--- src/rtl/fetch_pkg.sv ---
// Shared types for the instruction-fetch front end: FSM states, the NOP
// seed for an empty queue head, and the fetch queue entry layout.
package fetch_pkg;

    localparam int FETCH_AW = 32;
    localparam int FETCH_DW = 32;

    localparam logic [FETCH_DW-1:0] NOP_INSTR = 32'h0000_0013;

    typedef enum logic [1:0] {
        IDLE  = 2'd0,
        FETCH = 2'd1,
        DRAIN = 2'd2
    } fetch_state_e;

    typedef struct packed {
        logic [FETCH_DW-1:0] instr;
        logic [FETCH_AW-1:0] pc;
    } fetch_entry_t;

endpackage

--- src/rtl/fetch_buf.sv ---
// Two-entry fetch queue. Slot 0 is always the head; a flush wins over push/pop.
// The head's pc+4 is kept in its own register so decode sees no adder path.
module fetch_buf
    import fetch_pkg::*;
#(
    parameter logic [FETCH_AW-1:0] RESET_PC = '0
) (
    input  logic                clk,
    input  logic                rst,
    input  logic                push,
    input  logic                pop,
    input  logic                flush,
    input  fetch_entry_t        push_entry,
    output fetch_entry_t        head,
    output logic [FETCH_AW-1:0] head_pc_plus4,
    output logic [1:0]          occ
);

    fetch_entry_t        slot0, slot1;
    logic [FETCH_AW-1:0] pc4_q;
    logic [1:0]          occ_q;

    always_ff @(posedge clk or negedge rst) begin
        if (!rst) begin
            slot0 <= '{instr: NOP_INSTR, pc: RESET_PC};
            slot1 <= '{instr: NOP_INSTR, pc: RESET_PC};
            pc4_q <= RESET_PC + FETCH_AW'(4);
            occ_q <= 2'd0;
        end else if (flush) begin
            occ_q <= 2'd0;
        end else begin
            case ({push, pop})
                2'b10: begin
                    if (occ_q == 2'd0) begin
                        slot0 <= push_entry;
                        pc4_q <= push_entry.pc + FETCH_AW'(4);
                    end else begin
                        slot1 <= push_entry;
                    end
                    occ_q <= occ_q + 2'd1;
                end
                2'b01: begin
                    slot0 <= slot1;
                    pc4_q <= slot1.pc + FETCH_AW'(4);
                    occ_q <= occ_q - 2'd1;
                end
                2'b11: begin
                    // Occupancy unchanged; the new word lands behind whatever remains.
                    if (occ_q == 2'd1) begin
                        slot0 <= push_entry;
                        pc4_q <= push_entry.pc + FETCH_AW'(4);
                    end else begin
                        slot0 <= slot1;
                        pc4_q <= slot1.pc + FETCH_AW'(4);
                        slot1 <= push_entry;
                    end
                end
                default: ;
            endcase
        end
    end

    assign head          = slot0;
    assign head_pc_plus4 = pc4_q;
    assign occ           = occ_q;

endmodule

--- src/rtl/fetch_sequencer.sv ---
// Instruction-fetch controller: owns the PC, issues one request at a time to
// instruction memory, buffers results for decode and handles redirects.
module fetch_sequencer
    import fetch_pkg::*;
#(
    parameter int                 A_WIDTH  = FETCH_AW,
    parameter int                 D_WIDTH  = FETCH_DW,
    parameter logic [A_WIDTH-1:0] RESET_PC = '0
) (
    input  logic               clk,
    input  logic               rst,
    input  logic               redirect_valid,
    input  logic [A_WIDTH-1:0] redirect_pc,
    output logic               imem_req,
    output logic [A_WIDTH-1:0] imem_addr,
    input  logic               imem_ack,
    input  logic [D_WIDTH-1:0] imem_rdata,
    output logic               if_valid,
    output logic [D_WIDTH-1:0] if_instr,
    output logic [A_WIDTH-1:0] if_pc,
    output logic [A_WIDTH-1:0] if_pc_plus4,
    input  logic               id_ready
);

    fetch_state_e       state_q, state_d;
    logic [A_WIDTH-1:0] fetch_pc, fetch_pc_d, req_addr, redirect_tgt;
    logic [1:0]         occ;
    logic               fire, hold, push, pop;
    fetch_entry_t       push_entry, head;
    logic [A_WIDTH-1:0] head_pc4;
    logic               unused_redirect_lsb;

    assign redirect_tgt        = {redirect_pc[A_WIDTH-1:2], 2'b00};
    assign unused_redirect_lsb = ^redirect_pc[1:0];

    // occ only rises on an ack, so a raised request stays up until acked.
    assign imem_req  = (state_q == DRAIN) || ((state_q == FETCH) && (occ != 2'd2));
    assign imem_addr = req_addr;
    assign fire      = imem_req && imem_ack;
    assign hold      = imem_req && !imem_ack;
    assign push      = fire && (state_q == FETCH) && !redirect_valid;
    assign pop       = if_valid && id_ready;

    always_comb begin
        state_d    = state_q;
        fetch_pc_d = fetch_pc;
        case (state_q)
            IDLE:    state_d = FETCH;
            FETCH:   if (redirect_valid && hold) state_d = DRAIN;
            DRAIN:   if (fire) state_d = FETCH;
            default: state_d = IDLE;
        endcase
        if (redirect_valid)
            fetch_pc_d = redirect_tgt;
        else if (push)
            fetch_pc_d = req_addr + A_WIDTH'(4);
    end

    // req_addr tracks fetch_pc except while a request is being held for its ack.
    always_ff @(posedge clk or negedge rst) begin
        if (!rst) begin
            state_q  <= IDLE;
            fetch_pc <= RESET_PC;
            req_addr <= RESET_PC;
        end else begin
            state_q  <= state_d;
            fetch_pc <= fetch_pc_d;
            if (!hold)
                req_addr <= fetch_pc_d;
        end
    end

    assign push_entry = '{instr: imem_rdata, pc: req_addr};

    fetch_buf #(
        .RESET_PC (RESET_PC)
    ) u_buf (
        .clk           (clk),
        .rst           (rst),
        .push          (push),
        .pop           (pop),
        .flush         (redirect_valid),
        .push_entry    (push_entry),
        .head          (head),
        .head_pc_plus4 (head_pc4),
        .occ           (occ)
    );

    assign if_valid    = (occ != 2'd0) && !redirect_valid;
    assign if_instr    = head.instr;
    assign if_pc       = head.pc;
    assign if_pc_plus4 = head_pc4;

endmodule
--- config.mk ---
export PLATFORM = sky130hd
export DESIGN_NAME = fetch_sequencer
export DESIGN_NICKNAME = d
export VERILOG_FILES = /design/src/rtl/fetch_pkg.sv /design/src/rtl/fetch_buf.sv /design/src/rtl/fetch_sequencer.sv
export SDC_FILE = /design/constraint.sdc
export NUM_CORES = 1
export LEC_CHECK = 0
export ABC_AREA = 1
export CORE_AREA = 10 10 163 165
export DETAILED_ROUTE_END_ITERATION = 16
export DIE_AREA = 0 0 173 175
export GPL_TIMING_DRIVEN = 0
export PLACE_DENSITY = 0.91
export SLEW_MARGIN = 40
export SYNTH_ARGS = -nofsm -noshare
export SYNTH_HDL_FRONTEND = slang
export SYNTH_HIERARCHICAL = 1
export SYNTH_SLANG_ARGS = --single-unit
export TNS_END_PERCENT = 10
--- constraint.sdc ---
create_clock -name clk -period 2.5 [get_ports clk]
set_clock_uncertainty 0.1 [all_clocks]
set_input_delay 0.375 -clock clk [delete_from_list [all_inputs] [get_ports clk]]
set_output_delay 0.375 -clock clk [all_outputs]
set_load 0.005 [all_outputs]
# Word level (Yosys, flattened, before mapping)
# Cells that the tools add are included.
# classes
add_sub_neg	4
n_eq_ne	12
muxes	16
n_bitwise	1
reduce_logical	20
# op_table
cell	count
2-to-1 mux 64 bit	4
one-hot mux 64 bit (3 select lines)	1
2-to-1 mux 32 bit	4
one-hot mux 64 bit (2 select lines)	1
one-hot mux 32 bit (3 select lines)	1
adder 32 x 3 -> 32 bit, second input constant	2
logical AND 1 bit	8
!= test 2 bit, second input constant	4
equality test 2 x 1 -> 1 bit, second input constant	3
equality test 2 bit, second input constant	3
2-to-1 mux 2 bit	3
one-hot mux 2 bit (3 select lines)	1
nonzero test 3 bit	2
zero test 2 bit	2
!= test 2 x 1 -> 1 bit, second input constant	2
one-hot mux 2 bit (2 select lines)	1
AND reduction 4 bit	1
nonzero test 2 bit	2
AND reduction 3 bit	1
adder 2 x 1 -> 2 bit, second input constant	1
zero test 1 bit	2
AND reduction 2 bit	1
subtractor 2 x 1 -> 2 bit, second input constant	1
logical OR 1 bit	1
inverter 1 bit	1
# totals
register_bits	228
input_bits	69
output_inout_bits	130
wordCells	62

# Longest topological paths before layout
# logic_depth
ltp_word	9
mapped_depth	14
mapped_depth_nobuf	13

# Hierarchy
# The synthesis kept the hierarchy.
# by_module_without_submodules
mod	instances	cells_per_inst	area_per_inst_um2	seq_area_each_um2
fetch_buf	1	1132	8662.1	4012.6
fetch_sequencer	1	521	3681.0	1651.6

# Least setup slack after synthesis
# OpenSTA, ideal clock, no wires.
# synth_path
kind	input port to flip-flop
from	in redirect_valid
to	reg u_buf/slot1[41] (netlist name)
setup_ns	0.125
arrival_time_ns	2.014
required_time_ns	2.275
path_slack_ns	0.260
path_stages	10
path_buffers	4
cell_sequence	buf_2 > clkbuf_1 > nor3b_1 > inv_1 > nand2_1 > o21ai_1 > nand3_1 > buf_4 > buf_6 > mux2_4
# synth_via
elab_chain_cells	6
elab_cells_between_ends	12
classes_between	eq/ne (4); mux (1); bitwise (1); reduce/logical (6)
# synth_rtl
element	line_no	source
from (decl)	fetch_sequencer.sv:12	input logic redirect_valid,
zero test 1 bit *	fetch_sequencer.sv:89	assign if_valid = (occ != 2'd0) && !redirect_valid;
logical AND 1 bit *	fetch_sequencer.sv:89	
logical AND 1 bit *	fetch_sequencer.sv:42	assign pop = if_valid && id_ready;
named net pop	fetch_sequencer.sv:28	logic fire, hold, push, pop;
equality test 2 bit	fetch_buf.sv:32	case ({push, pop})
!= test 2 bit (no source line) / nonzero test 2 bit (equally long branches)	-	
AND reduction 4 bit (no source line)	-	
to (signal assigned)	fetch_buf.sv:26	slot1 <= '{instr: NOP_INSTR, pc: RESET_PC};
to (signal assigned)	fetch_buf.sv:38	slot1 <= push_entry;
to (signal assigned)	fetch_buf.sv:55	slot1 <= push_entry;
to (decl)	fetch_buf.sv:19	fetch_entry_t slot0, slot1;
# Mark *: on every way through the listed nets, which the timed path passes. The rest lies on a longest branch.
# A chain may end at the register's enable or synchronous reset.

# Worst setup path after layout
# layout_path
from	reg u_buf.occ_q[1], in the netlist u_buf/occ[1]
to	reg u_buf/slot1[0] (netlist name)
# layout_via
elab_chain_cells	9
elab_cells_between_ends	18
classes_between	eq/ne (6); mux (1); reduce/logical (11)
# layout_rtl
element	line_no	source
from (decl)	fetch_buf.sv:21	logic [1:0] occ_q;
from (signal assigned)	fetch_buf.sv:40	occ_q <= occ_q + 2'd1;
from (signal assigned)	fetch_buf.sv:45	occ_q <= occ_q - 2'd1;
!= test 2 bit *	fetch_sequencer.sv:37	assign imem_req = (state_q == DRAIN) || ((state_q == FETCH) && (occ != 2'd2));
logical AND 1 bit *	fetch_sequencer.sv:37	
logical OR 1 bit *	fetch_sequencer.sv:37	
logical AND 1 bit *	fetch_sequencer.sv:39	assign fire = imem_req && imem_ack;
logical AND 1 bit * (2 in series)	fetch_sequencer.sv:41	assign push = fire && (state_q == FETCH) && !redirect_valid;
named net push	fetch_sequencer.sv:28	
equality test 2 bit	fetch_buf.sv:32	
!= test 2 bit (no source line) / nonzero test 2 bit (equally long branches)	-	
AND reduction 4 bit (no source line)	-	
# Marked as above.

==> summary.md <==
| Metric | Value |
|---|---|
| Core Box Area | `roughly 23000 um2` |
| IO Pins | `199` |
| Slack of the worst reg-to-reg path | `70 ps` |
| Max Freq | `0.412 GHz` |
| Vias in the first global route | `12500` |
| Detailed Route WL | `45200 um` |
| Share of layout cells above drive strength 1 | `0.111` |
| Worst skew pair latency | `540 ps` |
| CTS Sinks | `226` |
| Setup-failing EPs final | `0` |
| Crit path max-delay family | `simple AND/OR/NAND/NOR gates` |
| Seq/Total Area, Yosys | `0.459` |
| DP Worst Slack | `-1060 ps` |
| Syn avg cell area | `between 7 and 8 um2` |
| Max Cap Viol | `0` |
| Status | `completed` |
| Instance count on the critical path | `12` |
| Grt met3 use | `0.0548` |
| Distinct cell type count after synthesis | `45` |
| Number of port buffers | `196` |
| RSZ-0062 raised after global routing | `yes` |
| Most used cell, CP | `nand2_1` |
| H-tree levels | `1` |
| Pwr dens | `approximately 1200 nW/um2` |
| Met1 usage | `0.351` |
| GR Overflow Total | `0` |
| CP Launch Point | `u_buf/occ[1]` |
| Global-route wire length before repair | `70200 um` |
| Layout Cells excl Fill | `2227` |
| Min-delay worst type | `in -> async` |
| Final setup TNS | `0 ps` |
| Final period util | `0.970` |
| Tot Pwr | `19.4 mW` |
| Crit Path Class | `reg -> reg` |
| Peak supply drop | `between 800 and 900 uV` |
| Fin crit period | `2430 ps` |
| Crit path cell chain | `nand2_1 > nand4_1 > nor2_4 > buf_12 > nand2_1 > nand2_1 > o21ai_1 > nand3_2 > buf_12 > buf_6 > buf_4 > mux2_2` |
| Crit start category | `flip-flop` |
| Slew Limit Fails | `0` |
| Crit-path slowest cell | `dfrtp_1` |
| Total GRT Usage | `0.289` |
| Netlist Area Pre-Place | `12300 um2` |
| Worst r2r dst | `u_buf/slot1[0]` |
| Die W | `173 um` |
| Synthesized Nets | `1727` |
| End of the critical path | `u_buf/slot1[0]` |
| CTS tree | `built` |
| Setup ws final | `74.4 ps` |
| Post-synth EDFFs | `0` |
| Max clock buf depth | `3` |
| Ys flop type | `dfrtp_1` |
| Largest net degree at the start of global routing | `74` |
| Reg2reg start | `u_buf/occ[1]` |
| # DRC | `0` |
| Clock-pin slew on the worst setup and hold paths | `about 60 ps` |
| Ant. Diodes | `0` |
| WL/cell | `20.3 um` |
| Dpl hpwl | `33400 um` |
| CP arrival | `approximately 2700 ps` |
| Drt via density | `5.59` |
| Area grow syn2layout | `28.7%` |
| Actual slew at the worst max-slew pin | `603 ps` |
| Height of the die | `175 um` |
| DIE AREA | `30300 um2` |
| Layout net count | `1962` |
| FP Rows | `56` |
| Ys Warns | `6` |
| ANT nets after route | `0` |
| Post-Synthesis Cells | `1653` |
| GP Congestion | `about 1` |
| Yosys reg bits | `226` |
| Met2 Track Usage GR | `0.504` |
| Total leakage power | `7.42 nW` |
| Initial DRT Pass Iterations | `6` |
| TritonCTS buffer count | `26` |
| Routed via count | `12500` |
| CP max FO | `15` |
| Hold_ws | `187 ps` |
| Cell count after placement | `2171` |
| Buf/Inv on CP | `4` |
| GRT busiest layer | `met2` |
| Critical Path Sink Type | `flip-flop` |
| Critical Path Max Stage Delay | `390 ps` |
| Root buffer cell | `clkbuf_16` |
| Worst reg-to-reg path cell count | `12` |
| Hold Vio Cnt, Final | `0` |
| Initial drt markers | `about 1500` |
| Critical Path RT | `between 2000 and 3000 ps` |
| Initial antenna violation count | `0` |
| Slew Limit Headroom | `0.598` |
| Ys async rst share | `1.00` |
| Starting density of the core | `0.531` |
==> layer usage <==
layer	part of all wire	vias up
li1	-	5775
met1	0.39	5917
met2	0.49	655
met3	0.084	108
met4	0.035	0
met5	0	-
==> power breakdown <==
group / internal, mW / switching (mW)
registers: 5.36 / 2.05
clock network: 2.46 / 1.55
logic: 3.84 / 4.09
==> cells in the mapped netlist, types with 13 or more instances <==
master,instances,area [um2]
a21oi_1,141,706
dfrtp_1,219,5480
nand3_1,100,500
mux2_2,13,146
nand2_1,563,2110
clkbuf_1,14,52.6
nor2_2,15,93.8
mux2_4,22,330
o21ai_0,69,345
buf_2,46,230
inv_1,105,394
nor2_1,220,826
xor2_1,16,140
==> logic make-up after synthesis <==
| group | after synthesis | share of synthesized area |
|---|---|---|
| flip-flops | 226 | 0.459 |
| AND/OR/NAND/NOR | 933 | 0.310 |
| XOR/XNOR | 19 | 0.0135 |
| buffers and inverters | 186 | 0.0664 |
| adder cells (fa/ha/maj) | 5 | 0.00507 |
| multiplexers | 35 | 0.0386 |
| AO/OA/AOI/OAI | 249 | 0.107 |
==> placed cells by master, fill, tap and decap left out, types with 15 or more instances in the layout <==
cell type	instances
mux2_4	22
inv_1	105
nor2_1	220
buf_2	30
clkbuf_16	27
o21ai_0	68
xor2_1	16
dfrtp_1	217
clkdlybuf4s50_1	195
clkbuf_1	15
a21oi_1	141
nand3_1	99
buf_4	23
nand2_1	561
==> how the worst min path moves through the flow <==
| stage | start | to | cells past startpoint |
|---|---|---|---|
| after floorplan | rst | fetch_pc[0] | 0 |
| after global placement | u_buf/head_pc_plus4[17] | u_buf/head_pc_plus4[17] | 2 |
| after detailed placement | rst | u_buf/head_pc_plus4[9] | 1 |
| after CTS | rst | u_buf/head_pc_plus4[9] | 2 |
| after global routing | rst | u_buf/slot1[62] | 2 |
| final | rst | u_buf/head[62] | 2 |
==> stage by stage <==
| stage | util | instance area, um2 |
|---|---|---|
| floorplan | - | 12300 |
| global placement | 0.632 | 14700 |
| detailed placement | 0.636 | 14800 |
| CTS | 0.678 | 15800 |
| global route | 0.683 | 15900 |
| finish | 0.683 | 15900 |
==> area by class of cell <==
type                       count  area (um2)
clock buffer                  40         785
multi-input combinational   1241        5890
inverter                     112         423
tap                          319         399
clock inverter                 8         121
buffer                        74         484
timing repair buffer         207        2120
fill                        1939        7380
sequential                   226        5670
==> sequential cells by signal (all words and copies together), names as in the netlist <==
name,flops
fetch_pc,32
u_buf/head_pc_plus4,30
u_buf/slot1,64
u_buf/occ,2
u_buf/head,64
imem_addr,32
state_q,2
==> what timing repair did <==
item / in CTS / in global routing
buffers inserted: 0 / 7
pin swaps: 0 / 4
resized for setup: 22 / 29
hold buffers: 1 / 0
hold endpoints to repair: 220 / 0
endpoints found under the setup margin: 159 / 156
Note: power is estimated with default switching activity, not from simulation.
